==> config.mk <==
export PLATFORM = sky130hd
export DESIGN_NAME = sa2_operand_loader
export DESIGN_NICKNAME = d
export VERILOG_FILES = /design/src/rtl/sa2_operand_loader.sv
export SDC_FILE = /design/constraint.sdc
export NUM_CORES = 1
export LEC_CHECK = 0
export BUFFER_PORTS_ARGS = -buffer_cell sky130_fd_sc_hd__buf_2
export CAP_MARGIN = 25
export CELL_PAD_IN_SITES_DETAIL_PLACEMENT = 0
export CELL_PAD_IN_SITES_GLOBAL_PLACEMENT = 1
export CORE_ASPECT_RATIO = 1.75
export CORE_MARGIN = 2
export CORE_UTILIZATION = 23
export CTS_CLUSTER_SIZE = 20
export DETAILED_ROUTE_END_ITERATION = 12
export PLACE_DENSITY_LB_ADDON = 0.25
export SKIP_CTS_REPAIR_TIMING = 1
export SKIP_LAST_GASP = 1
export SLEW_MARGIN = 20
export SYNTH_ARGS = -nofsm -noshare
export SYNTH_HDL_FRONTEND = slang
export SYNTH_SLANG_ARGS = --single-unit
==> constraint.sdc <==
create_clock -name clk -period 14.7 [get_ports clk]
set_clock_uncertainty 0.1 [all_clocks]
set_input_delay 0.735 -clock clk [delete_from_list [all_inputs] [get_ports clk]]
set_output_delay 0.735 -clock clk [all_outputs]
set_load 0.02 [all_outputs]
==> src/rtl/sa2_operand_loader.sv <==
// Operand loader for the 2x2 systolic-array convolution stage.
// Assembles 16 activation bytes and 9 filter bytes from a valid/ready byte
// stream, then holds active_sa2 high until the array signals done_sa2 or
// the completion watchdog expires.
module sa2_operand_loader #(
   parameter int TIMEOUT = 64   // RUN cycles allowed before abort; array needs 29
) (
   input  logic         clk,
   input  logic         rst,
   input  logic         in_valid,
   output logic         in_ready,
   input  logic [7:0]   in_data,
   output logic [127:0] a_flat,
   output logic [71:0]  b_flat,
   output logic         active_sa2,
   input  logic         done_sa2,
   output logic         err_timeout,
   output logic [7:0]   frame_cnt
);

   localparam int WD_W = $clog2(TIMEOUT) + 1;

   typedef enum logic [1:0] {
      LOAD_A = 2'd0,
      LOAD_B = 2'd1,
      RUN    = 2'd2
   } state_t;

   state_t          state, state_nxt;
   logic [3:0]      byte_cnt;
   logic [WD_W-1:0] wd;
   logic            xfer;
   logic            last_a, last_b;
   logic            done_hit, timeout_hit;

   // Only the load phases accept bytes; held low through reset.
   assign in_ready    = !rst && (state != RUN);
   assign xfer        = in_valid && in_ready;
   assign last_a      = (state == LOAD_A) && (byte_cnt == 4'd15);
   assign last_b      = (state == LOAD_B) && (byte_cnt == 4'd8);
   assign done_hit    = (state == RUN) && done_sa2;
   // done_sa2 takes priority over a watchdog expiry on the same edge.
   assign timeout_hit = (state == RUN) && !done_sa2 && (wd == WD_W'(TIMEOUT - 1));

   // State register.
   always_ff @(posedge clk or posedge rst) begin
      if (rst) state <= LOAD_A;
      else     state <= state_nxt;
   end

   // Next-state: advance at the last byte of each load phase, leave RUN on done or timeout.
   always_comb begin
      state_nxt = state;
      case (state)
         LOAD_A:  if (xfer && last_a) state_nxt = LOAD_B;
         LOAD_B:  if (xfer && last_b) state_nxt = RUN;
         RUN:     if (done_hit || timeout_hit) state_nxt = LOAD_A;
         default: state_nxt = LOAD_A;
      endcase
   end

   // Byte index within the current load phase; restarts at each phase boundary.
   always_ff @(posedge clk or posedge rst) begin
      if (rst)               byte_cnt <= 4'd0;
      else if (xfer) begin
         if (last_a || last_b) byte_cnt <= 4'd0;
         else                  byte_cnt <= byte_cnt + 4'd1;
      end
   end

   // Operand capture: each accepted byte lands in its row-major slot; held otherwise.
   always_ff @(posedge clk or posedge rst) begin
      if (rst) begin
         a_flat <= '0;
         b_flat <= '0;
      end else if (xfer) begin
         for (int i = 0; i < 16; i++)
            if (state == LOAD_A && byte_cnt == 4'(i)) a_flat[8*i +: 8] <= in_data;
         for (int j = 0; j < 9; j++)
            if (state == LOAD_B && byte_cnt == 4'(j)) b_flat[8*j +: 8] <= in_data;
      end
   end

   // Run control: launch the array, watch for completion, count frames, flag aborts.
   always_ff @(posedge clk or posedge rst) begin
      if (rst) begin
         active_sa2  <= 1'b0;
         wd          <= '0;
         err_timeout <= 1'b0;
         frame_cnt   <= 8'd0;
      end else if (xfer && last_b) begin
         active_sa2 <= 1'b1;
         wd         <= '0;
      end else if (done_hit) begin
         active_sa2 <= 1'b0;
         frame_cnt  <= frame_cnt + 8'd1;
      end else if (timeout_hit) begin
         active_sa2  <= 1'b0;
         err_timeout <= 1'b1;
      end else if (state == RUN) begin
         wd <= wd + 1'b1;
      end
   end

endmodule

==> impl_metrics.tcl <==
set metrics [dict create \
    hpwl_um 17900 \
    hold_viol 0 \
    layout.nets 824 \
    fp.dieH_um 262 \
    crit_type "reg -> reg" \
    via_per_inst 4.28 \
    dpl_cell_area_um2 10400 \
    clockPowerShare 0.245 \
    syn-num-nets 601 \
    fmax_mhz 373 \
    place_congestion 0.735 \
    drt_wl_total_um 26700 \
    grt_antenna_before_repair 0 \
    portBuffers 222 \
    dr.pass1.iters 4 \
    synthArstFlopShare 1.00 \
    io_pins 223 \
    pwr-share-comb 0.346 \
    die_width_um 151 \
    core_um2 37500 \
    grt_max_degree 93 \
    reg2reg_depth 4 \
    hold_ws_ns 0.230 \
    yosysSeqAreaShare 0.639 \
    grt_overflow 0 \
    initial_core_util 0.233 \
    max_cap_violations 0 \
    grt_util_all_layers 0.135 \
    slew_headroom 0.411 \
    drc 0 \
    slowest_stage "nor2_2" \
    synth_cell_types 39 \
    grtUsageMet2 0.259 \
    cts_made_buffers 23 \
    yosysTopAreaCell "dfrtp_1" \
    detail-route-antenna-nets 0 \
    cellInternalPower_mw 1.46 \
    drive_above_1_share 0.563 \
    setup_viol 0 \
    vdd_ir_drop_max_v 0.0000835 \
    grt_pass1_vias 5868 \
    busiest_layer "met2" \
    wire_per_inst_um 20.5 \
    p_sw_frac 0.372 \
    fin_crit_ns 2.68 \
    route.vias.total 5574 \
    clk_latency_ns 0.52 \
    setup_tns_ns 0 \
    synth_edf_count 0 \
    rsz0062_at_grt "false" \
    crit_path_end_kind "flip-flop" \
    drt-initial-drc-count 134 \
    crit_chain "nor2b_1 > nor2_2 > nand3_1 > mux2_2" \
    yosysWarningCount 0 \
    cts.sinks 223 \
    hp-class "in -> async" \
    finalPower_mw 2.32 \
    crit_path_start_kind "flip-flop" \
    cp.required_ns 15.00 \
    fp.dieArea_um2 39600 \
    crit_path_max_fanout 14 \
    cts_tree "yes" \
    cpPeakStageDelay_ns 0.72 \
    p_leak_nw 5.87 \
    syn_avg_cell_area_um2 15.0 \
    met3_usage 0.0194 \
    status "finished clean" \
    yosys_register_bits 223 \
    total_switching_power_mw 0.864 \
    row_count 94 \
    period_share 0.183 \
    crit_arrival_ns 2.98 \
    dp_cells 1260 \
    grt.met1_usage 0.146 \
    fin_area_um2 11100 \
    root_buffer "clkbuf_16" \
    layout.cells.non_filler 1301 \
    seqPwrFrac 0.409 \
    drv_slew 0 \
    yosysTopAreaCellShare 0.639 \
    worst_pin_slew_ns 0.883 \
    grt_pass1_wl_um 39400 \
    syn_area_um2 8730 \
    ys.flop_type "dfrtp_1" \
    clockBufferDepth 3 \
    antenna-diode-count 0 \
    p_per_area_nw_per_um2 209 \
    areaGrowthSynthToFinish_pct 27.0 \
    cts.clk_slew.worst_paths_ns 0.07 \
    syn_inst 583 \
    h-tree-depth 1 \
    synthTopCellsByArea "dfrtp_1 (64%), mux2_2 (24%), nand2_1 (1.8%)" \
]
==> layout make-up <==
cell class                 count  area (µm²)
sequential                   223        5580
timing repair buffer         227        1170
tap                          480         601
inverter                       7        33.8
clock inverter                 5        53.8
clock buffer                  35         651
multi-input combinational    324        3010
fill                        3861       26400
==> path summary, 6_finish.rpt <==
path | start | to | slack [ns]
min in group clk | err_timeout | err_timeout | 0.36
worst max-delay path | state[0] | a_flat[62] | 12.02
max in group asynchronous | rst | a_flat[19] | 12.96
worst min register to register | err_timeout | err_timeout | 0.36
worst max register to register | state[0] | a_flat[62] | 12.02
worst min-delay path | rst | frame_cnt[7] | 0.23
==> stage by stage <==
step	utilization	setup WS, ns
floorplan	-	7.74
global placement	0.276	11.48
detailed placement	0.276	11.44
CTS	0.295	11.93
global route	0.296	11.74
finish	0.296	12.02
==> cell usage after synthesis (4+ instances only) <==
library cell,instances
xor2_1,6
nand2_4,4
ha_1,6
nand3_2,8
o21ai_0,6
nand2_1,41
mux2_1,8
o31ai_1,5
nand3_1,12
clkbuf_1,24
nor3_1,5
nand2b_1,4
mux2_2,185
dfrtp_1,223
inv_1,7
nor2_1,8
==> layer usage <==
layer / vias up / part of all wire
met5: - / 0
met2: 150 / 0.56
met1: 2910 / 0.37
met3: 41 / 0.039
met4: 0 / 0.031
li1: 2473 / -
==> critical path, delay by kind of cell, from the launching register on <==
family,cells,cell delay [ns]
AND/OR/NAND/NOR,3,1.50
flip-flops,1,0.54
multiplexers,1,0.42
==> cell families after synthesis <==
| group | count (synthesis) | synth area share |
|---|---|---|
| compound gates | 19 | 0.0148 |
| mux | 194 | 0.250 |
| buf+inv | 36 | 0.0166 |
| flops | 223 | 0.639 |
| simple gates | 96 | 0.0619 |
| xor+xnor | 9 | 0.00903 |
| fa+ha+maj | 6 | 0.00860 |
==> registers in the layout (all words and copies together) (netlist names) <==
register     count
wd               7
byte_cnt         4
active_sa2       1
a_flat         128
frame_cnt        8
b_flat          72
err_timeout      1
state            2
==> layout by cell type (no fill, tap or decap), types with 8 or more instances in the layout <==
cell type / instances
nand3_2: 8
clkbuf_1: 9
nand3_1: 12
nor2_1: 8
mux2_2: 185
mux2_1: 8
dfrtp_1: 223
nand2_1: 41
clkbuf_16: 23
buf_2: 223
==> power by group through the flow <==
stage / clock network (mW) / registers (mW) / logic [mW]
final: 0.569 / 0.948 / 0.804
after global routing: 0.613 / 0.976 / 0.866
after CTS: 0.594 / 0.953 / 0.824
after detailed placement: 0 / 0.963 / 0.823
after global placement: 0 / 0.957 / 0.816
after floorplan: 0 / 1.19 / 0.256
(Power assumes the default switching activity.)
